File: src/rtl/inst_queue_if.sv
// Avalon-MM slave and control-unit issue signals of the instruction queue.
// The DUT uses the slave modport; the host/control-unit side uses the master modport.
interface inst_queue_if;
    logic [1:0]  avs_address;
    logic        avs_write;
    logic [31:0] avs_writedata;
    logic        avs_read;
    logic [31:0] avs_readdata;
    logic [31:0] h2f_io;
    logic        h2f_write;
    logic        ctrl_done;
    logic        busy;

    modport slave (
        input  avs_address, avs_write, avs_writedata, avs_read, ctrl_done,
        output avs_readdata, h2f_io, h2f_write, busy
    );

    modport master (
        output avs_address, avs_write, avs_writedata, avs_read, ctrl_done,
        input  avs_readdata, h2f_io, h2f_write, busy
    );
endinterface

File: src/rtl/inst_queue.sv
// Host-side instruction FIFO. Instructions are issued one at a time to the NPU control unit,
// and each issued word is held until the control unit has finished with it.
module inst_queue #(
    parameter int unsigned DEPTH = 16
) (
    input  logic         clk,
    input  logic         rst_n,
    inst_queue_if.slave  bus
);
    localparam int unsigned CNT_W = $clog2(DEPTH) + 1;
    localparam int unsigned PTR_W = $clog2(DEPTH);

    typedef enum logic [1:0] {StIdle, StIssue, StWaitAck, StWaitDone} state_e;

    state_e            state_q, state_d;
    logic [31:0]       mem_q [DEPTH];
    logic [PTR_W-1:0]  wr_ptr_q, wr_ptr_d, rd_ptr_q, rd_ptr_d;
    logic [CNT_W-1:0]  count_q, count_d;
    logic              ovf_q, ovf_d;
    logic [31:0]       issued_q, issued_d;
    logic [31:0]       h2f_io_q, h2f_io_d;
    logic [31:0]       rdata_q, rdata_d;

    logic empty, full, busy;
    logic push_req, ctrl_wr, flush, clr_ovf;
    logic pop, push_ok, ovf_set;
    logic [31:0] status;

    assign empty    = (count_q == '0);
    assign full     = (count_q == CNT_W'(DEPTH));
    assign busy     = !empty || (state_q != StIdle);

    assign push_req = bus.avs_write && (bus.avs_address == 2'd0);
    assign ctrl_wr  = bus.avs_write && (bus.avs_address == 2'd2);
    assign flush    = ctrl_wr && bus.avs_writedata[0];
    assign clr_ovf  = ctrl_wr && bus.avs_writedata[1];

    // A pop frees a slot in the same cycle, so a full FIFO still accepts a push then.
    assign push_ok  = push_req && !flush && (!full || pop);
    assign ovf_set  = push_req && !flush && full && !pop;

    always_comb begin
        state_d = state_q;
        pop     = 1'b0;
        case (state_q)
            StIdle: begin
                if (!empty && bus.ctrl_done && !flush) begin
                    pop     = 1'b1;
                    state_d = StIssue;
                end
            end
            StIssue:    state_d = StWaitAck;
            StWaitAck:  if (!bus.ctrl_done) state_d = StWaitDone;
            StWaitDone: if (bus.ctrl_done) state_d = StIdle;
            default:    state_d = StIdle;
        endcase
    end

    always_comb begin
        wr_ptr_d = wr_ptr_q;
        rd_ptr_d = rd_ptr_q;
        count_d  = count_q;
        if (flush) begin
            wr_ptr_d = '0;
            rd_ptr_d = '0;
            count_d  = '0;
        end else begin
            if (push_ok) wr_ptr_d = wr_ptr_q + PTR_W'(1);
            if (pop)     rd_ptr_d = rd_ptr_q + PTR_W'(1);
            if (push_ok && !pop)      count_d = count_q + CNT_W'(1);
            else if (!push_ok && pop) count_d = count_q - CNT_W'(1);
        end
    end

    always_comb begin
        ovf_d    = ovf_set ? 1'b1 : (clr_ovf ? 1'b0 : ovf_q);
        issued_d = (state_q == StIssue) ? issued_q + 32'd1 : issued_q;
        h2f_io_d = pop ? mem_q[rd_ptr_q] : h2f_io_q;
    end

    always_comb begin
        status              = '0;
        status[31]          = ovf_q;
        status[30]          = busy;
        status[29]          = full;
        status[28]          = empty;
        status[CNT_W-1:0]   = count_q;
    end

    always_comb begin
        rdata_d = rdata_q;
        if (bus.avs_read) begin
            case (bus.avs_address)
                2'd1:    rdata_d = status;
                2'd3:    rdata_d = issued_q;
                default: rdata_d = '0;
            endcase
        end
    end

    // Storage has no reset; only the pointers and count define what is valid.
    always_ff @(posedge clk) begin
        if (push_ok) mem_q[wr_ptr_q] <= bus.avs_writedata;
    end

    always_ff @(posedge clk or negedge rst_n) begin
        if (!rst_n) begin
            state_q  <= StIdle;
            wr_ptr_q <= '0;
            rd_ptr_q <= '0;
            count_q  <= '0;
            ovf_q    <= 1'b0;
            issued_q <= '0;
            h2f_io_q <= '0;
            rdata_q  <= '0;
        end else begin
            state_q  <= state_d;
            wr_ptr_q <= wr_ptr_d;
            rd_ptr_q <= rd_ptr_d;
            count_q  <= count_d;
            ovf_q    <= ovf_d;
            issued_q <= issued_d;
            h2f_io_q <= h2f_io_d;
            rdata_q  <= rdata_d;
        end
    end

    assign bus.avs_readdata = rdata_q;
    assign bus.h2f_io       = h2f_io_q;
    assign bus.h2f_write    = (state_q == StIssue);
    assign bus.busy         = busy;

endmodule

File: src/flat_wrapper.sv
// flat-port wrapper written by rule: the top's interface ports become plain ports
module inst_queue_flat 
#(
    parameter int unsigned DEPTH = 16
)
  (clk, rst_n, bus_avs_address, bus_avs_write, bus_avs_writedata, bus_avs_read, bus_ctrl_done, bus_avs_readdata, bus_h2f_io, bus_h2f_write, bus_busy);
  inst_queue_if bus_i ();
  input  logic clk;
  input  logic rst_n;
  input wire logic [$bits(bus_i.avs_address)-1:0] bus_avs_address;
  input wire logic [$bits(bus_i.avs_write)-1:0] bus_avs_write;
  input wire logic [$bits(bus_i.avs_writedata)-1:0] bus_avs_writedata;
  input wire logic [$bits(bus_i.avs_read)-1:0] bus_avs_read;
  input wire logic [$bits(bus_i.ctrl_done)-1:0] bus_ctrl_done;
  output wire logic [$bits(bus_i.avs_readdata)-1:0] bus_avs_readdata;
  output wire logic [$bits(bus_i.h2f_io)-1:0] bus_h2f_io;
  output wire logic [$bits(bus_i.h2f_write)-1:0] bus_h2f_write;
  output wire logic [$bits(bus_i.busy)-1:0] bus_busy;
  assign bus_i.avs_address = bus_avs_address;
  assign bus_i.avs_write = bus_avs_write;
  assign bus_i.avs_writedata = bus_avs_writedata;
  assign bus_i.avs_read = bus_avs_read;
  assign bus_i.ctrl_done = bus_ctrl_done;
  assign bus_avs_readdata = bus_i.avs_readdata;
  assign bus_h2f_io = bus_i.h2f_io;
  assign bus_h2f_write = bus_i.h2f_write;
  assign bus_busy = bus_i.busy;
  inst_queue #(.DEPTH(DEPTH)) u_core (.clk(clk), .rst_n(rst_n), .bus(bus_i));
endmodule
File: config.mk
export PLATFORM = sky130hd
export DESIGN_NAME = inst_queue_flat
export DESIGN_NICKNAME = d
export VERILOG_FILES = /design/src/rtl/inst_queue_if.sv /design/src/rtl/inst_queue.sv /design/src/flat_wrapper.sv
export SDC_FILE = /design/constraint.sdc
export NUM_CORES = 1
export LEC_CHECK = 0
export CORE_MARGIN = 5
export CORE_UTILIZATION = 39
export DETAILED_ROUTE_END_ITERATION = 10
export GPL_TIMING_DRIVEN = 0
export SETUP_SLACK_MARGIN = 0.05
export SLEW_MARGIN = 5
export SYNTH_ARGS = -nofsm -noshare
export SYNTH_HDL_FRONTEND = slang
export SYNTH_SLANG_ARGS = --single-unit
File: constraint.sdc
create_clock -name clk -period 3.1 [get_ports clk]
set_input_delay 0.31 -clock clk [delete_from_list [all_inputs] [get_ports clk]]
set_output_delay 0.31 -clock clk [all_outputs]
set_load 0.005 [all_outputs]
# ---- After elaboration in Yosys (flattened, before gate mapping)
# Memory sizes are Yosys's and may differ from the RTL's. A register that Yosys moved wholly into a read port is not among the register bits.
# Cells that the tools add are included.
dict set report word_totals {
  output_inout_bits 66
  memories 1
  reg_bits 80
  ramBits 512
  inputBits 39
  word_cells 70
}
dict set report op_classes {
  add_sub_neg 5
  reduce_logical 29
  n_mux 18
  eq_ne 10
}
# memory depth width rd rd_clocked_by_memory_dff write_ports line
set memory_table {}
lappend memory_table {u_core.mem_q 16 32 1 1 1 inst_queue.sv:16} ;# logic [31:0] mem_q [DEPTH];
# cell n
set op_table {}
lappend op_table {{one-hot mux 32 bit (2 select lines)} 1}
lappend op_table {{adder 32 x 1 -> 32 bit (second input constant)} 1}
lappend op_table {{two-way mux 4 bit} 4}
lappend op_table {{two-way mux 5 bit} 3}
lappend op_table {{logical AND 1 bit} 12}
lappend op_table {{adder 4 x 1 -> 4 bit (second input constant)} 2}
lappend op_table {{equality test 2 bit (second input constant)} 4}
lappend op_table {{one-hot mux 2 bit (4 select lines)} 1}
lappend op_table {{nonzero test 2 bit} 4}
lappend op_table {{zero test 1 bit} 6}
lappend op_table {{two-way mux 1 bit} 6}
lappend op_table {{two-way mux 2 bit} 3}
lappend op_table {{adder 5 x 1 -> 5 bit (second input constant)} 1}
lappend op_table {{equality test 5 bit (second input constant)} 1}
lappend op_table {{zero test 5 bit} 1}
lappend op_table {{subtractor 5 x 1 -> 5 bit (second input constant)} 1}
lappend op_table {{equality test 2 x 1 -> 1 bit (second input constant)} 2}
lappend op_table {{zero test 2 bit} 2}
lappend op_table {{inequality test 2 bit (second input constant)} 2}
lappend op_table {{AND reduction 3 bit} 1}
lappend op_table {{nonzero test 3 bit} 1}
lappend op_table {{logical OR 1 bit} 2}
lappend op_table {{inequality test 2 x 1 -> 1 bit (second input constant)} 1}

# ---- Logic depth before layout (Yosys ltp)
# Gate-level depths: netlist (run 1).
dict set report logic_depth {
  word_depth 14
  ltp_mapped 12
  ltp_nobuf 12
}

# ---- Worst setup path after synthesis (run 1)
# OpenSTA, ideal clock, no wires.
dict set report synth_path {
  path_type {reg2reg}
  from {register u_core.state_q[0]}
  to {register u_core.count_q[4]}
  path_slack_ns 0.282
  setup_ns 0.079
  arrival_ns 2.738
  path_stages_with_launch 13
  required_ns 3.021
  path_buffers 0
  period_less_slack_ns 2.818
  cell_sequence {dfrtp_1 -> inv_1 -> ha_1 -> nand2_1 -> a311o_2 -> inv_2 -> ha_1 -> inv_1 -> fa_1 -> a21o_1 -> a21oi_1 -> mux2i_1 -> mux2i_1}
}
dict set report synth_via {
  elab_chain_len 7
  word_cells_on_any_way 11
  cone_classes {3 x mux; 8 x reduce/logical}
}
# item line
set synth_lines {}
lappend synth_lines {{start: declaration} inst_queue.sv:15} ;# state_e state_q, state_d;
lappend synth_lines {{start signal: assignment} inst_queue.sv:108} ;# state_q <= StIdle;
lappend synth_lines {{start signal: assignment} inst_queue.sv:117} ;# state_q <= state_d;
lappend synth_lines {{zero test 2 bit (*)} inst_queue.sv:45} ;# case (state_q)
lappend synth_lines {{two-way mux 1 bit (*)} inst_queue.sv:45}
lappend synth_lines {{logical OR 1 bit} inst_queue.sv:39} ;# assign push_ok = push_req && !flush && (!full || pop);
lappend synth_lines {{logical AND 1 bit} inst_queue.sv:39}
lappend synth_lines {{logical AND 1 bit or zero test 1 bit (tied branches)} {inst_queue.sv:70, inst_queue.sv:71}}
lappend synth_lines {{two-way mux 5 bit or logical AND 1 bit (tied branches)} {inst_queue.sv:70, inst_queue.sv:71}}
lappend synth_lines {{two-way mux 5 bit or nonzero test 3 bit (tied branches)} -}
lappend synth_lines {{end signal: assignment} inst_queue.sv:120} ;# count_q <= count_d;
lappend synth_lines {{end: declaration} inst_queue.sv:18} ;# logic [CNT_W-1:0] count_q, count_d;
# Every way passes the cells marked *; elsewhere a longest branch is shown, timed or not.
# A chain may end at the register's enable or synchronous reset.

# ---- Final worst setup path (run 1)
dict set report layout_path {
  from {register u_core.state_q[1]}
  to {register u_core.count_q[4]}
}
# Same word-level chain as after synthesis.

==> summary.md, run 1 <==
The die covers 0.06816 mm2. The portion of the clock cycle consumed by the worst path in the final layout came out at 0.9309. With fillers left out, the area of the finished cells amounts to 0.02935 mm2.

The transition time of the tightest slew-check pin was 0.9912 ns; the wire length of the first global-routing pass was 84.61 mm. Number of slew-limit violations in the final report: 0. The library cell used as clock root buffer is clkbuf_16.

After legalization and detailed placement, the total HPWL measured 35.09 mm. For this run, design rule violations remaining after detail routing come to 0. Setup total negative slack on the finished layout was measured at 0 ns. The final number of hold-violating endpoints is 0. In the final routed layout, each cell accounts on average for 24.15 um. For the worst setup path, the data arrival time is 3.40 ns. The worst setup path is of the reg -> reg kind.

The count of routing violations after the opening detailed-route iteration is 996. The number of antenna violations at the first check in global routing is 4, and the time the worst path needs with I/O delays and setup is 2.886 ns. The number of global-route vias before repair was 12980; the clock skew after layout was 0.03246 ns. In this run the worst path has a maximum fanout of 6. At the end of routability-driven placement, the weighted congestion stood at 0.7368. The worst hold path begins at bus_avs_read. The worst hold path belongs to the class in -> reg. The core region is 0.06274 mm2.

Hold-critical path endpoint: u_core.bus.avs_readdata[6]. Number of nets with antenna violations after detailed routing: 0. The run finished with clean final reports. During placement, the flow inserted port buffers numbering 103. In the synthesized netlist, the number of instances is 1258. The analysis attributes to cell leakage a power of 9.804 nW. The tree built by TritonCTS fans out to 624 sinks.

The fraction of final layout cells with drive strength greater than 1 was 0.2571; the highest ir drop seen on vdd was 587.7 uV. The endpoint identified for the worst register-to-register timing path is u_core.count_q[4]. The number of top-level pins is 105. The tools report the total cell area at the placement stage as 0.02707 mm2. The run gives 0.3392 as the worst relative slew slack. The logic depth of the worst register-to-register path was 12; the flip-flop and latch area was 0.01818 mm2. The async set or reset register ratio after synthesis works out to 0.1795.

Sequential-to-total area share from yosys stat: 0.7394. The power density relative to cell area came out at 806.9 mW/mm2. Power comes to 23.68 mW.

The area growth from synthesis to layout is 19.38%, and the count of cell types in the netlist is 56. The die extent in x is 261.1 um, and the number of fill cells in the layout is 5266. The total congestion overflow after global routing was 0; the worst endpoint required time was 3.62 ns. The run gives 0.3919 as the starting utilization of the core area.

The logs give 0 for the number of max-cap violations and 0 for the final number of setup-violating endpoints. The total global-route track usage came out at 0.1679. TritonCTS built the clock tree. The CTS clock-pin slew for the worst setup and hold paths is 0.06 ns, and the count of yosys warnings during synthesis is 0. The worst setup path is captured at a flip-flop. Setup repair after global routing left no endpoint under its margin.

The logs give 0.08636 ns for the final-layout worst hold slack and 0.61 ns for the clock insertion delay at the later pin of the skew report. Counting along the longest clock path gives a buffer depth of 3. Number of cells traversed by the worst hold path: 2.

The synthesized design contains 512 enable-type register cells. The worst register-to-register path begins at u_core.state_q[1]. In the final design database the tool counted 1507 nets. Timing would allow up to 346.5 MHz. Counting flops and latches in the post-synthesis netlist gives 624. The average cell area after synthesis was 19.54 um2; the H-tree depth was 3. For this block, the via count after detailed routing is 12390.

In the final layout, the multi-input gates occupy 0.005902 mm2. Height of the chip: 261.1 um. In this run the core area contains 92 standard-cell rows. The via density per instance is 5.265. For the wire length after detailed routing, the log shows 56.82 mm. The number of detailed-route iterations in the first pass was 5; the CTS buffer count was 67. The top flip-flop cell by instance count after synthesis is edfxtp_1. For the post-layout utilization of the core, the log shows 0.4678. In this run the register-to-register setup slack is 0.21 ns. The run gives 1314 as the number of nets produced by synthesis.

Maximum number of pins on one net before global-route repair: 66. STA classifies the critical path startpoint as a flip-flop. The run gives 0.02458 mm2 as the area of the mapped netlist.
## state kept, by name, summed over array words and instances, names as in the netlist, 2 cells and up
register / cells
u_core.mem_q: 512
u_core.bus.avs_readdata: 32
u_core.bus.h2f_io: 32
u_core.issued_q: 32
u_core.count_q: 5
u_core.rd_ptr_q: 4
u_core.wr_ptr_q: 4
u_core.state_q: 2
## routing by layer
metal	track usage	routed length (um)	vias up
met3	0.03683	3236	90
met5	0	14	-
met1	0.2273	24340	6541
met4	0.04234	1251	4
li1	-	-	5437
met2	0.2800	27970	317
## power by group
group | leakage, nW | total (mW) | switching [mW] | internal (mW)
clock | 1.08 | 7.94 | 3.31 | 4.63
combinational | 2.68 | 5.78 | 2.87 | 2.90
sequential | 6.04 | 9.97 | 0.420 | 9.55
## worst max path at each step
stage / from / end
floorplan: u_core.state_q[0] / u_core.count_q[4]
global placement: rst_n / u_core.bus.h2f_io[27]
detailed placement: bus_avs_writedata[0] / u_core.count_q[4]
CTS: u_core.state_q[0] / u_core.count_q[4]
global route: u_core.state_q[1] / u_core.count_q[4]
finish: u_core.state_q[1] / u_core.count_q[4]
## final cells by class
cell class,count,share of cell area
inverters,47,0.006011
plain buffers,63,0.01275
diodes,2,0.0001705
flip-flops and latches,624,0.6193
well taps,846,0.03607
multi-input cells,524,0.2011
clock inverters,37,0.01373
clock buffers,86,0.06199
repair buffers,124,0.04886
## placed cells by master, fill, tap and decap left out, drive strengths merged, types with 3 or more instances in the layout
| master | instances |
|---|---|
| inv | 48 |
| and2 | 13 |
| o21ai | 27 |
| xnor2 | 14 |
| or3 | 3 |
| and4 | 3 |
| mux4 | 128 |
| edfxtp | 512 |
| nand4 | 6 |
| a21oi | 40 |
| nor2 | 16 |
| nor4 | 10 |
| nor3 | 11 |
| mux2 | 34 |
| nand3 | 14 |
| clkinv | 29 |
| clkbuf | 114 |
| ha | 16 |
| buf | 56 |
| clkdlybuf4s50 | 101 |
| mux2i | 13 |
| and3 | 12 |
| o22ai | 73 |
| bufinv | 5 |
| dfrtp | 112 |
| nand2 | 48 |
| xor2 | 20 |
## cells in the mapped netlist, types with 3 or more instances
| library cell | number | area (um2) |
|---|---|---|
| a21oi_1 | 40 | 200.2 |
| and2_1 | 13 | 81.33 |
| and3_1 | 12 | 75.07 |
| buf_1 | 4 | 15.01 |
| buf_2 | 13 | 65.06 |
| buf_4 | 4 | 30.03 |
| buf_6 | 14 | 157.7 |
| clkbuf_1 | 27 | 101.4 |
| dfrtp_1 | 112 | 2803 |
| edfxtp_1 | 512 | 15370 |
| ha_1 | 16 | 200.2 |
| inv_1 | 45 | 168.9 |
| mux2_2 | 34 | 382.9 |
| mux2i_1 | 13 | 130.1 |
| mux4_2 | 128 | 2883 |
| nand2_1 | 48 | 180.2 |
| nand3_1 | 14 | 70.07 |
| nand4_1 | 3 | 18.77 |
| nor2_1 | 16 | 60.06 |
| nor3_1 | 11 | 55.05 |
| nor4_2 | 6 | 75.07 |
| o21ai_0 | 27 | 135.1 |
| o22ai_1 | 41 | 256.5 |
| o22ai_2 | 32 | 400.4 |
| xnor2_1 | 14 | 122.6 |
| xor2_1 | 20 | 175.2 |
## worst max-delay path: stages, from the launching register on
cell	delay [ns]
dfrtp_1	0.41
inv_1	0.14
ha_4	0.17
nand2_2	0.10
a311o_2	0.38
inv_2	0.13
ha_1	0.17
inv_1	0.12
fa_2	0.38
a21o_1	0.19
a21oi_1	0.17
mux2i_1	0.26
mux2i_1	0.20
## logic make-up after synthesis
kind of cell	count (synthesis)	synth area share
compound gates	152	0.04463
xor+xnor	34	0.01211
fa+ha+maj	17	0.008957
buf+inv	110	0.02239
flops	624	0.7394
mux	175	0.1381
simple gates	146	0.03440
## what timing repair did
action	CTS	global route
pin swaps	1	1
buffers inserted	1	2
endpoints found under the hold margin	47	0
endpoints found under the setup margin	46	10
cloned	0	0
hold buffers	1	0
gates resized for setup	2	5
## metrics by stage
stage / worst slack [ns] / instances
after floorplan: 0.2821 / 1258
after CTS: 0.06370 / 2349
after global routing: 0.04699 / 2351
final: 0.2141 / 2353
after detailed placement: -0.7410 / 2224
after global placement: -3.352 / 2207
Power figures use the tool's default switching activity.
==> run 2, diff against run 1 <==
--- a/config.mk
+++ b/config.mk
@@ -6,11 +6,11 @@
 export NUM_CORES = 1
 export LEC_CHECK = 0
 export CORE_MARGIN = 5
-export CORE_UTILIZATION = 39
+export CORE_UTILIZATION = 55
 export DETAILED_ROUTE_END_ITERATION = 10
 export GPL_TIMING_DRIVEN = 0
+export PLACE_DENSITY = 0.73
 export SETUP_SLACK_MARGIN = 0.05
-export SLEW_MARGIN = 5
 export SYNTH_ARGS = -nofsm -noshare
 export SYNTH_HDL_FRONTEND = slang
 export SYNTH_SLANG_ARGS = --single-unit
==> run 2 against run 1 <==
  * Combinational power is 1% lower
  * Design area is 1.8% lower
  * Highest routed layer unchanged
  * First-iteration DRC count is 20% higher
  * Register-to-register slack better by 0.03 ns
  * Flip-flop and latch count stayed put
  * Cell count is 11% lower
  * Routed wire length is 6.1% lower
  * Largest power group unchanged
==> summary.md, run 2 (synthesis gave the netlist of run 1 again) <==
The height of the chip works out to 221.4 um (was 261.1 um). The logs give 0 ns (unchanged) for the final total negative setup slack and 1497 (was 1507) for the final net count. The setup slack after placement came out at -0.5536 ns (was -0.7410 ns).

Routability congestion estimate: 0.7772 (was 0.7368). Number of top-level pins: 105 (unchanged). The post-route DRC violation count came out at 0 (unchanged). The cell leakage power came out at 9.699 nW (was 9.804 nW). The fraction of final layout cells with drive strength greater than 1 is 0.2515 (was 0.2571).

The run gives 0.06739 ns (was 0.08636 ns) as the final-layout worst hold slack. The flip-flop count of the largest register, all copies and words added is 512 (unchanged). The die extent in x works out to 221.4 um (was 261.1 um).

Top library cells by usage in the layout, fill and taps aside: edfxtp_1, mux4_2, dfrtp_1 (unchanged). The largest register by flop count was u_core.mem_q (unchanged). The capturing element type of the critical path was a flip-flop (unchanged). Setup repair after global routing left no endpoint under its margin.

Number of nets with antenna violations after detailed routing: 0 (unchanged). The buffer depth of the longest clock path is 3 (unchanged), and the number of global-route vias before repair is 13070 (was 12980). The transition time of the tightest slew-check pin was 1.009 ns (was 0.9912 ns).

The tools report the number of detailed-route iterations in the first pass as 5 (unchanged). For the core area, the log shows 0.04422 mm2 (was 0.06274 mm2). Least setup slack across all paths after layout: 0.2472 ns (was 0.2141 ns). The run gives 0.02676 mm2 (was 0.02707 mm2) as the total cell area at the placement stage. The count of routing violations after the opening detailed-route iteration is 1195 (was 996).

The tools report the total congestion overflow after global routing as 0 (unchanged). The clock insertion delay at the later pin of the skew report was 0.62 ns (was 0.61 ns). Maximum fanout encountered on the critical timing path: 18 (was 6). The logs give 23.13 mW (was 23.68 mW) for the overall power and 0.25 ns (was 0.21 ns) for the register-to-register setup slack. Classification of the worst-slack hold path: in -> reg (unchanged). The logs give 3.17 ns (was 3.40 ns) for the arrival time of data at the critical path endpoint and 59 (was 67) for the CTS buffer count.

The run gives 33.31 mm (was 35.09 mm) as the detailed-placement wirelength estimate. The power density relative to cell area was 802.6 mW/mm2 (was 806.9 mW/mm2); the total of buffers placed on input and output ports was 103 (unchanged). The logs give 1 (was 4) for the number of antenna violations at the first check in global routing and 2 (was 3) for the H-tree depth.

Type of element launching the critical path: a flip-flop (unchanged). The kind of critical path was reg -> reg (unchanged). The worst endpoint required time is 3.42 ns (was 3.62 ns), and the number of max-cap violations is 0 (unchanged). The area growth from synthesis to layout is 17.23% (was 19.38%).

The routed length per placed instance came out at 25.62 um (was 24.15 um). The logs give 0 (unchanged) for the final number of setup-violating endpoints and 0 (unchanged) for the final number of hold-violating endpoints. The maximum clock frequency is 350.5 MHz (was 346.5 MHz). The time the worst path needs with I/O delays and setup works out to 2.853 ns (was 2.886 ns). For the total global-route track usage, the log shows 0.2163 (was 0.1679). Area of all placed cells without fillers: 0.02882 mm2 (was 0.02935 mm2). The worst relative slew slack is 0.3276 (was 0.3392), and the number of core rows is 77 (was 92). The run gives 0.02146 ns (was 0.03246 ns) as the clock skew after layout.

TritonCTS built the clock tree. Antenna cell count: 0 (was 2). The run finished with clean final reports. The portion of the clock cycle consumed by the worst path in the final layout works out to 0.9202 (was 0.9309). The highest ir drop seen on vdd was 608.8 uV (was 587.7 uV).

Most frequent standard cell in the layout excluding fill and tap cells: edfxtp_1 (unchanged). The count of vias placed by the detailed router is 12640 (was 12390). The library cell used as clock root buffer is clkbuf_16 (unchanged). The count of clock tree sinks was 624 (unchanged). For the wire length of the first global-routing pass, the log shows 80.94 mm (was 84.61 mm). The CTS clock-pin slew for the worst setup and hold paths is 0.06 ns (about the same). Die footprint: 0.04903 mm2 (was 0.06816 mm2).

Maximum number of pins on one net before global-route repair: 76 (was 66). The number of slew-limit violations in the final report was 0 (unchanged); the starting utilization of the core area was 0.5560 (was 0.3919). The run gives 53.36 mm (was 56.82 mm) as the wire length after detailed routing. The via density per instance works out to 6.067 (was 5.265).
run 2: changes by cell type in the layout (fill, tap and decap cells not counted), sizes merged, moves of 2 or more:
cell / change
clkinv: -7
buf: -2
clkbuf: -8
diode: -2
bufinv: +3
run 2: through the flow:
stage / util / instances
after floorplan: - / 1258
after global placement: 0.5960 / 1953
after detailed placement: 0.6050 / 1970
after CTS: 0.6514 / 2083
after global routing: 0.6518 / 2083
final: 0.6518 / 2083
run 2: critical path, cell delays in order, from the launching register on:
cell	delay [ns]
dfrtp_1	0.41
inv_2	0.12
ha_4	0.16
nand2_2	0.09
a311o_2	0.39
nor3b_1	0.47
and2_2	0.65
buf_16	0.25
run 2: timing repair:
item | CTS | global route
hold buffers | 1 | 0
endpoints found under the hold margin | 37 | 0
pin swaps | 1 | 1
setup buffers | 1 | 0
gates resized for setup | 3 | 5
setup endpoints to repair | 61 | 82
run 2: power by group:
part	switching, mW	leakage [nW]	internal, mW
Sequential	0.414	6.04	9.54
Clock	3.09	0.985	4.37
Combinational	2.82	2.68	2.89
Total	6.32	9.70	16.8
run 2: metal layers:
metal  global-route usage  wire [um]
met5                    0         13
met4              0.06502       1497
met3              0.03631       3083
met2               0.3619      26650
met1               0.2984      22120
run 2: layout make-up:
| type | instances | area (um2) |
|---|---|---|
| buffer | 63 | 374.1 |
| clock buffer | 78 | 1630 |
| clock inverter | 33 | 401.6 |
| fill | 2915 | 15400 |
| inverter | 47 | 176.4 |
| multi-input combinational | 524 | 5894 |
| sequential | 624 | 18180 |
| tap | 592 | 740.7 |
| timing repair buffer | 122 | 1426 |
run 2: path summary, 6_finish.rpt:
path                                     startpoint                         end  cells after the start
worst max register to register    u_core.state_q[0]         u_core.mem_q[11][4]                      7
min in group asynchronous                     rst_n       u_core.bus.h2f_io[14]                      2
worst min-delay path                   bus_avs_read  u_core.bus.avs_readdata[5]                      2
worst max-delay path              u_core.state_q[0]         u_core.mem_q[11][4]                      7
max in group asynchronous                     rst_n         u_core.issued_q[25]                      3
worst min register to register  u_core.issued_q[31]         u_core.issued_q[31]                      1
==> run 3, diff against run 2 <==
==> constraint.sdc (replaced) <==
create_clock -name clk -period 3.62 [get_ports clk]
set_input_delay 0.362 -clock clk [delete_from_list [all_inputs] [get_ports clk]]
set_output_delay 0.362 -clock clk [all_outputs]
set_load 0.005 [all_outputs]
==> run 3 against run 2 <==
  * Die area unchanged
  * Routed wire length is 0.23% higher
  * Cell count barely moved
  * Count of clock-buffer cells in the layout unchanged
  * Sequential power fell by 14%
  * Via count about the same
==> summary.md, run 3 (synthesis gave the netlist of run 1 again) <==
The flow ran to the end, and the final reports show no timing, DRC or antenna violations. Number of cells traversed by the worst hold path: 2 (unchanged). The via density per instance is 6.067 (about the same).

The met3 demand-to-capacity share in global routing is 0.03631 (unchanged). The area of all placed cells without fillers is 0.02880 mm2 (was 0.02882 mm2). The total global-route track usage was 0.2162 (was 0.2163). The total congestion overflow after global routing is 0 (unchanged).

The slowest cell on the critical path was a311o_2 (was and2_2). The switching power of the nets is 5.408 mW (was 6.323 mW). The antenna cell count was 0 (unchanged); the number of instances resized during post-cts repair was 0 (was 3). The portion of the clock cycle consumed by the worst path in the final layout is 0.8863 (was 0.9202). The maximum number of pins on one net before global-route repair is 76 (unchanged), and the time the worst path needs with I/O delays and setup is 3.208 ns (was 2.853 ns).

Clock power share: 0.323 (about the same). The maximum fanout encountered on the critical timing path is 6 (was 18). Top library cells by usage in the layout, fill and taps aside: edfxtp_1, mux4_2, dfrtp_1 (unchanged). The CTS clock-pin slew for the worst setup and hold paths was 0.06 ns (about the same); the CTS buffer count was 59 (unchanged). Die extent in x: 221.4 um (unchanged).

The run gives 0.3618 (was 0.3619) as the met2 track demand over resource in global routing. Largest register by flop count: u_core.mem_q (unchanged). The number of max-cap violations is 0 (unchanged), and the cell leakage power is 9.696 nW (was 9.699 nW). The type of element launching the critical path is a flip-flop (unchanged). For the total cell area at the placement stage, the log shows 0.02676 mm2 (unchanged).

The final-layout worst hold slack was 0.1163 ns (was 0.06739 ns); the flip-flop count of the largest register, all copies and words added was 512 (unchanged). The detailed-placement wirelength estimate was 33.31 mm (unchanged). The total instance count after detailed placement was 1970 (unchanged). Setup repair after global routing left no endpoint under its margin. Number of core rows: 77 (unchanged). Routability congestion estimate: 0.7772 (unchanged). The height of the chip was 221.4 um (unchanged). The logs give 0 ns (unchanged) for the final total negative setup slack and -0.08562 ns (was -0.5536 ns) for the setup slack after placement. The worst relative slew slack came out at 0.3476 (was 0.3276). The wire length after detailed routing came out at 53.49 mm (was 53.36 mm). Internal power component: 14.38 mW (was 16.81 mW).

The most crowded layer after global routing was met2 (unchanged). The final number of hold-violating endpoints is 0 (unchanged). The register-to-register setup slack was 0.41 ns (was 0.25 ns).

The starting utilization of the core area is 0.5560 (unchanged), and the proportion of total power due to net switching is 0.2733 (about the same). The logs give 105 (unchanged) for the number of top-level pins and 0 (unchanged) for the final number of setup-violating endpoints. The maximum clock frequency is 311.7 MHz (was 350.5 MHz).

The run gives 1496 (was 1497) as the final net count. The number of buffers inserted to repair setup after CTS is 0 (was 1), and the total of buffers placed on input and output ports is 103 (unchanged). The logic depth of the worst register-to-register path was 12 (was 7). The logs give 2082 (was 2083) for the number of standard cells in the final layout excluding fillers and 12630 (was 12640) for the count of vias placed by the detailed router.

The overall power is 19.79 mW (was 23.13 mW), and the power density relative to cell area is 687.2 mW/mm2 (was 802.6 mW/mm2). The arrival time of data at the critical path endpoint was 3.74 ns (was 3.17 ns). The run gives 0 (unchanged) as the post-route DRC violation count. The fraction of final layout cells with drive strength greater than 1 came out at 0.2470 (was 0.2515).

The hold-critical path endpoint is u_core.bus.avs_readdata[5] (unchanged). The most frequent standard cell in the layout excluding fill and tap cells is edfxtp_1 (unchanged). Number of nets with antenna violations after detailed routing: 0 (unchanged). Power share of the combinational group: 0.246 (was 0.247). The kind of critical path was reg -> reg (unchanged).

The clock skew after layout was 0.02383 ns (was 0.02146 ns). End of the worst register-to-register path: u_core.count_q[4] (was u_core.mem_q[11][4]). The worst endpoint required time is 4.15 ns (was 3.42 ns). The area growth from synthesis to layout is 17.14% (was 17.23%). The number of global-route vias before repair is 13060 (was 13070). The tools report the critical hold path startpoint as bus_avs_read (unchanged). The routed length per placed instance came out at 25.69 um (was 25.62 um). The sequential share of power was 0.431 (was 0.430); the clock insertion delay at the later pin of the skew report was 0.63 ns (was 0.62 ns).

The critical path's largest stage delay was 0.50 ns (was 0.65 ns). Reg-to-reg critical path startpoint: u_core.state_q[0] (unchanged). The buffer depth of the longest clock path was 3 (unchanged).

Capturing element type of the critical path: a flip-flop (unchanged). Number of slew-limit violations in the final report: 0 (unchanged). H-tree depth: 2 (unchanged). The number of fill cells in the layout was 2916 (was 2915); the number of detailed-route iterations in the first pass was 5 (unchanged).

The least setup slack across all paths after layout is 0.4116 ns (was 0.2472 ns). TritonCTS built the clock tree. The classification of the worst-slack hold path is in -> reg (unchanged). The tools report the highest ir drop seen on vdd as 518.9 uV (was 608.8 uV).

For the count of clock tree sinks, the log shows 624 (unchanged). The run gives 80.91 mm (was 80.94 mm) as the wire length of the first global-routing pass. Critical Path, Cell by Cell: inv_1 -> ha_1 -> nand2_1 -> a311o_2 -> inv_2 -> ha_1 -> inv_1 -> fa_1 -> a21o_1 -> a21oi_1 -> mux2i_1 -> mux2i_1 (was inv_2 -> ha_4 -> nand2_2 -> a311o_2 -> nor3b_1 -> and2_2 -> buf_16).

The transition time of the tightest slew-check pin was 0.9785 ns (was 1.009 ns); the met1 routing resource usage after global routing was 0.2983 (was 0.2984). The core area came out at 0.04422 mm2 (unchanged). The library cell used as clock root buffer was clkbuf_16 (unchanged). For the count of routing violations after the opening detailed-route iteration, the log shows 1284 (was 1195).

The number of buffers added to fix hold violations after cts came out at 1 (unchanged). For the post-layout utilization of the core, the log shows 0.6512 (was 0.6518). Number of antenna violations at the first check in global routing: 1 (unchanged).

For the die footprint, the log shows 0.04903 mm2 (unchanged).
-- run 3: critical path: cells and delay by family (launching register included) --
kind	cells	cell delay [ns]
muxes	2	0.45
DFF	1	0.40
AOI/OAI and AO/OA	3	0.88
buffers and inverters	3	0.39
adders and majority gates	3	0.85
and+or+nand+nor	1	0.16
-- run 3: power by group through the flow --
stage | logic (mW) | clock network (mW) | registers, mW
2_1_floorplan | 3.28 | 0 | 8.58
3_3_place_gp | 4.76 | 0 | 8.66
3_5_place_dp | 4.87 | 0 | 8.67
4_1_cts | 4.92 | 6.47 | 8.53
5_1_grt | 5.24 | 6.79 | 8.56
6_report | 4.87 | 6.40 | 8.52
-- run 3: per-layer routing --
| layer | part of all wire | up-vias |
|---|---|---|
| met5 | 0.00024 | - |
| met4 | 0.027 | 2 |
| met3 | 0.066 | 102 |
| met2 | 0.50 | 509 |
| met1 | 0.41 | 6614 |
| li1 | - | 5404 |
-- run 3: cell type report --
cell class	count	area [um2]	share of cell area
plain buffers	63	374.1	0.01299
clock buffers	78	1630	0.05661
clock inverters	33	401.6	0.01395
inverters	47	176.4	0.006126
multi-input cells	524	5877	0.2041
flip-flops and latches	624	18180	0.6312
well taps	592	740.7	0.02572
repair buffers	121	1420	0.04931
-- run 3: worst max-delay path by stage --
stage | start | to | slack, ns | cells past startpoint
6_report | u_core.state_q[0] | u_core.count_q[4] | 0.41 | 12
3_3_place_gp | rst_n | u_core.bus.h2f_io[27] | -2.62 | 1
2_1_floorplan | u_core.state_q[0] | u_core.count_q[4] | 0.80 | 12
5_1_grt | u_core.state_q[0] | u_core.count_q[4] | 0.17 | 12
3_5_place_dp | bus_avs_writedata[0] | u_core.count_q[4] | -0.09 | 11
4_1_cts | u_core.state_q[0] | u_core.count_q[4] | 0.42 | 12
==> RTL change 1, RTL diff (settings of run 2) <==
Reset style: synchronous (`rst_n`), changed in one clocked block.
--- a/src/rtl/inst_queue.sv
+++ b/src/rtl/inst_queue.sv
@@ -105,3 +105,3 @@
 
-    always_ff @(posedge clk or negedge rst_n) begin
+    always_ff @(posedge clk) begin
         if (!rst_n) begin
Formal check against the unedited RTL: differs if rst_n is asserted again (counterexample within 4 cycles, from zero or initial values and one cycle with rst_n low); with rst_n held inactive, the same outputs for 4 cycles.
==> RTL change 1 against run 2 <==
- first-iteration DRC count increased by 2.7%
- synthesized area decreased by 1.1%
- final cell count rose by 3.2%
- sequential cell count unchanged
- power shrank 13%
- worst setup slack got worse by 0.089 ns
- cell area increased by 0.18%
- utilization grew 0.55 points
- clock skew increased by 0.0059 ns
- routed wire length up 0.72%
- highest routed layer is now met4
==> RTL change 1: results <==
export IMPL_grt_use_met2_pct=37.49
export IMPL_multi_input_area_um2=6426
export IMPL_yosysSeqAreaShare_pct=72.47
export IMPL_syn_nets=1354
export IMPL_arrival_ns=3.46
export IMPL_synth_area_per_cell_um2=18.71
export IMPL_inv_count=20
export IMPL_power_clock_uw=7240
export IMPL_grt_use_met1_pct=31.50
export IMPL_reg2reg_from="u_core.count_q[1]"
export IMPL_clk_share_pct=6.860
export IMPL_drtIter0Drc=1227
export IMPL_final_cells=2150
export IMPL_multi_input_gates=579
export IMPL_seq_cell_share_pct=61.04
export IMPL_dpl_hpwl_um=34070
export IMPL_antenna_cells=1
export IMPL_wl_met2_um=27180
export IMPL_dpl_cell_area_um2=26640
export IMPL_yosys_top_cells_area="edfxtp_1 63%, mux4_2 12%, dfxtp_1 9.2%, mux2i_1 3.1%, a221oi_2 1.9%"
export IMPL_holdPathStages=3
export IMPL_ys_async_sr_fraction_pct=0
export IMPL_ctsResizeCount=7
export IMPL_vias_per_cell=6.113
export IMPL_nNonClkBuffers=220
export IMPL_grt_usage_pct=22.50
export IMPL_outcome="complete, no violations"
[RTL change 1: changes by cell type after synthesis, sizes merged, moves of 23 or more]
cell,delta
a221oi,+32
mux2i,+63
inv,-27
a22oi,+23
o22ai,-73
dfrtp,-112
nand2,-25
mux2,-32
nor2,+57
dfxtp,+112
[RTL change 1: worst max-delay path, delay by kind of cell, from the launching register on]
kind / cells / cell delay (ns)
simple gates: 2 / 0.66
compound gates: 3 / 0.70
buf+inv: 1 / 0.09
flops: 1 / 0.37
mux: 2 / 0.58
fa+ha+maj: 2 / 0.43
[RTL change 1: metrics by stage]
stage	hold slack (ns)	setup slack, ns
2_1_floorplan	0.4089	-0.1189
3_3_place_gp	0.4562	-2.517
3_5_place_dp	0.4617	-0.9118
4_1_cts	0.01382	0.04157
5_1_grt	0.04691	0.05153
6_report	0.04706	0.1577
==> RTL change 2, RTL diff (config.mk and constraints of run 2) <==
Without the edit above. `DEPTH` is set to 16 in 2 places; all go to 32.
--- a/src/rtl/inst_queue.sv
+++ b/src/rtl/inst_queue.sv
@@ -3,3 +3,3 @@
 module inst_queue #(
-    parameter int unsigned DEPTH = 16
+    parameter int unsigned DEPTH = 32
 ) (
--- a/src/flat_wrapper.sv
+++ b/src/flat_wrapper.sv
@@ -3,3 +3,3 @@
 #(
-    parameter int unsigned DEPTH = 16
+    parameter int unsigned DEPTH = 32
 )
Check against the original RTL: no difference found for any inputs over 4 cycles, from zero or initial values and one cycle with rst_n low; that may be too few to reach the edited logic, so the function may still have changed.
==> RTL change 2 against run 2 <==
- worst setup slack worse by 0.24 ns
- routed wire length increased by 110%
- largest cell class unchanged
- utilization increased by 0.17 points
- power rose by 74%
- synthesized area up 79%
- sequential cell count grew 515
- cell area grew 79%
- die area rose by 75%
- sequential share of layout area grew 2.0 points
- sequential power increased by 78%
- clock power is 74% higher
==> RTL change 2: results <==
export IMPL_yosys_top_cells_area="edfxtp_1 70%, mux4_2 16%, dfrtp_1 6.5%, nor2_1 1.2%, xnor2_1 0.56%"
export IMPL_num_vias=22770
export IMPL_synthMuxAreaShare_pct=16.70
export IMPL_synthDistinctLibCells=50
export IMPL_layout_drive_gt1_share_pct=28.42
export IMPL_irDropWorstVdd_v=0.0005970
export IMPL_ys_async_sr_fraction_pct=10.10
export IMPL_cp_slowest_cell="or4_4"
export IMPL_grt_usage_pct=26.06
export IMPL_reg2reg_from="u_core.count_q[2]"
export IMPL_fill_cells=5003
export IMPL_gp_congestion=0.7895
export IMPL_htreeDepth=3
export IMPL_vias_per_cell=6.517
export IMPL_io_buffers=102
export IMPL_reg2reg_slack_ns=0.01
export IMPL_grt_pass1_wl_um=160800
export IMPL_outcome="complete, no violations"
export IMPL_p_leak_uw=0.01656
export IMPL_hold_path_class="in -> async"
export IMPL_synth_cells=2041
export IMPL_first_pass_iters=6
export IMPL_grt_start_max_net_pins=94
export IMPL_worst_pin_slew_ns=1.233
export IMPL_fin_ws_ns=0.01065
export IMPL_synth_edf_count=1024
export IMPL_pre_cts_slack_ns=-2.284
export IMPL_yosys_area_share_adder_pct=0.5004
export IMPL_wl_per_cell_um=32.09
export IMPL_r2r_end="u_core.count_q[4]"
export IMPL_finalCriticalPeriod_ns=3.089
export IMPL_dp_cells=3226
export IMPL_fin_nets=2402
export IMPL_yosysSeqAreaShare_pct=76.42
export IMPL_syn_nets=2097
export IMPL_largest_register_ff_count=1024
export IMPL_yosys_top_cells_count="1,024 x edfxtp_1, 319 x mux4_2, 146 x nor2_1"
export IMPL_cts_made_buffers=110
export IMPL_cp_max_fo=7
export IMPL_dpl_hpwl_um=66580
export IMPL_r2r_cells=12
[RTL change 2: report_power, final]
group          total [µW]  switching (µW)  internal [µW]
combinational        9470            4870           4600
sequential          17700             435          17300
clock               13000            5670           7310
total               40100           11000          29200
[RTL change 2: kinds of logic after synthesis]
kind of cell | after synthesis
muxes | 335
and+or+nand+nor | 269
AOI/OAI and AO/OA | 90
adders and majority gates | 17
buffers and inverters | 151
xor gates and xnor gates | 40
DFF | 1139
[RTL change 2: stage by stage]
stage	setup TNS [ns]	cell area, µm²
3_5_place_dp	-1656.14	47250
3_3_place_gp	-3968.65	46340
2_1_floorplan	-214.14	44010
5_1_grt	-0.08474	51700
6_report	0	51710
4_1_cts	-0.1007	51430
[RTL change 2: final cells by class]
| type | count | area, µm² | area share (%) |
|---|---|---|---|
| timing repair buffer | 195 | 2507 | 4.849 |
| inverter | 49 | 188.9 | 0.3654 |
| multi-input combinational | 751 | 10010 | 19.37 |
| buffer | 100 | 548.0 | 1.060 |
| sequential | 1139 | 33630 | 65.04 |
| tap | 1050 | 1314 | 2.541 |
| antenna | 2 | 5.005 | 0.009679 |
| clock inverter | 56 | 456.7 | 0.8832 |
| clock buffer | 152 | 3043 | 5.885 |
[RTL change 2: per-layer routing]
| layer | GRT usage, % | vias to the layer above | part of all wire, % |
|---|---|---|---|
| met1 | 35.95 | 12050 | 37 |
| met4 | 9.882 | 2 | 4.3 |
| li1 | - | 9009 | - |
| met2 | 41.98 | 1448 | 49 |
| met3 | 5.414 | 259 | 9.7 |
| met5 | 0 | - | 0.012 |
[RTL change 2: timing repair]
item | CTS | global route
endpoints found under the hold margin | 116 | 0
buffers inserted | 38 | 20
hold buffers | 2 | 0
endpoints found under the setup margin | 1065 | 378
pin swaps | 28 | 14
gates resized for setup | 36 | 29
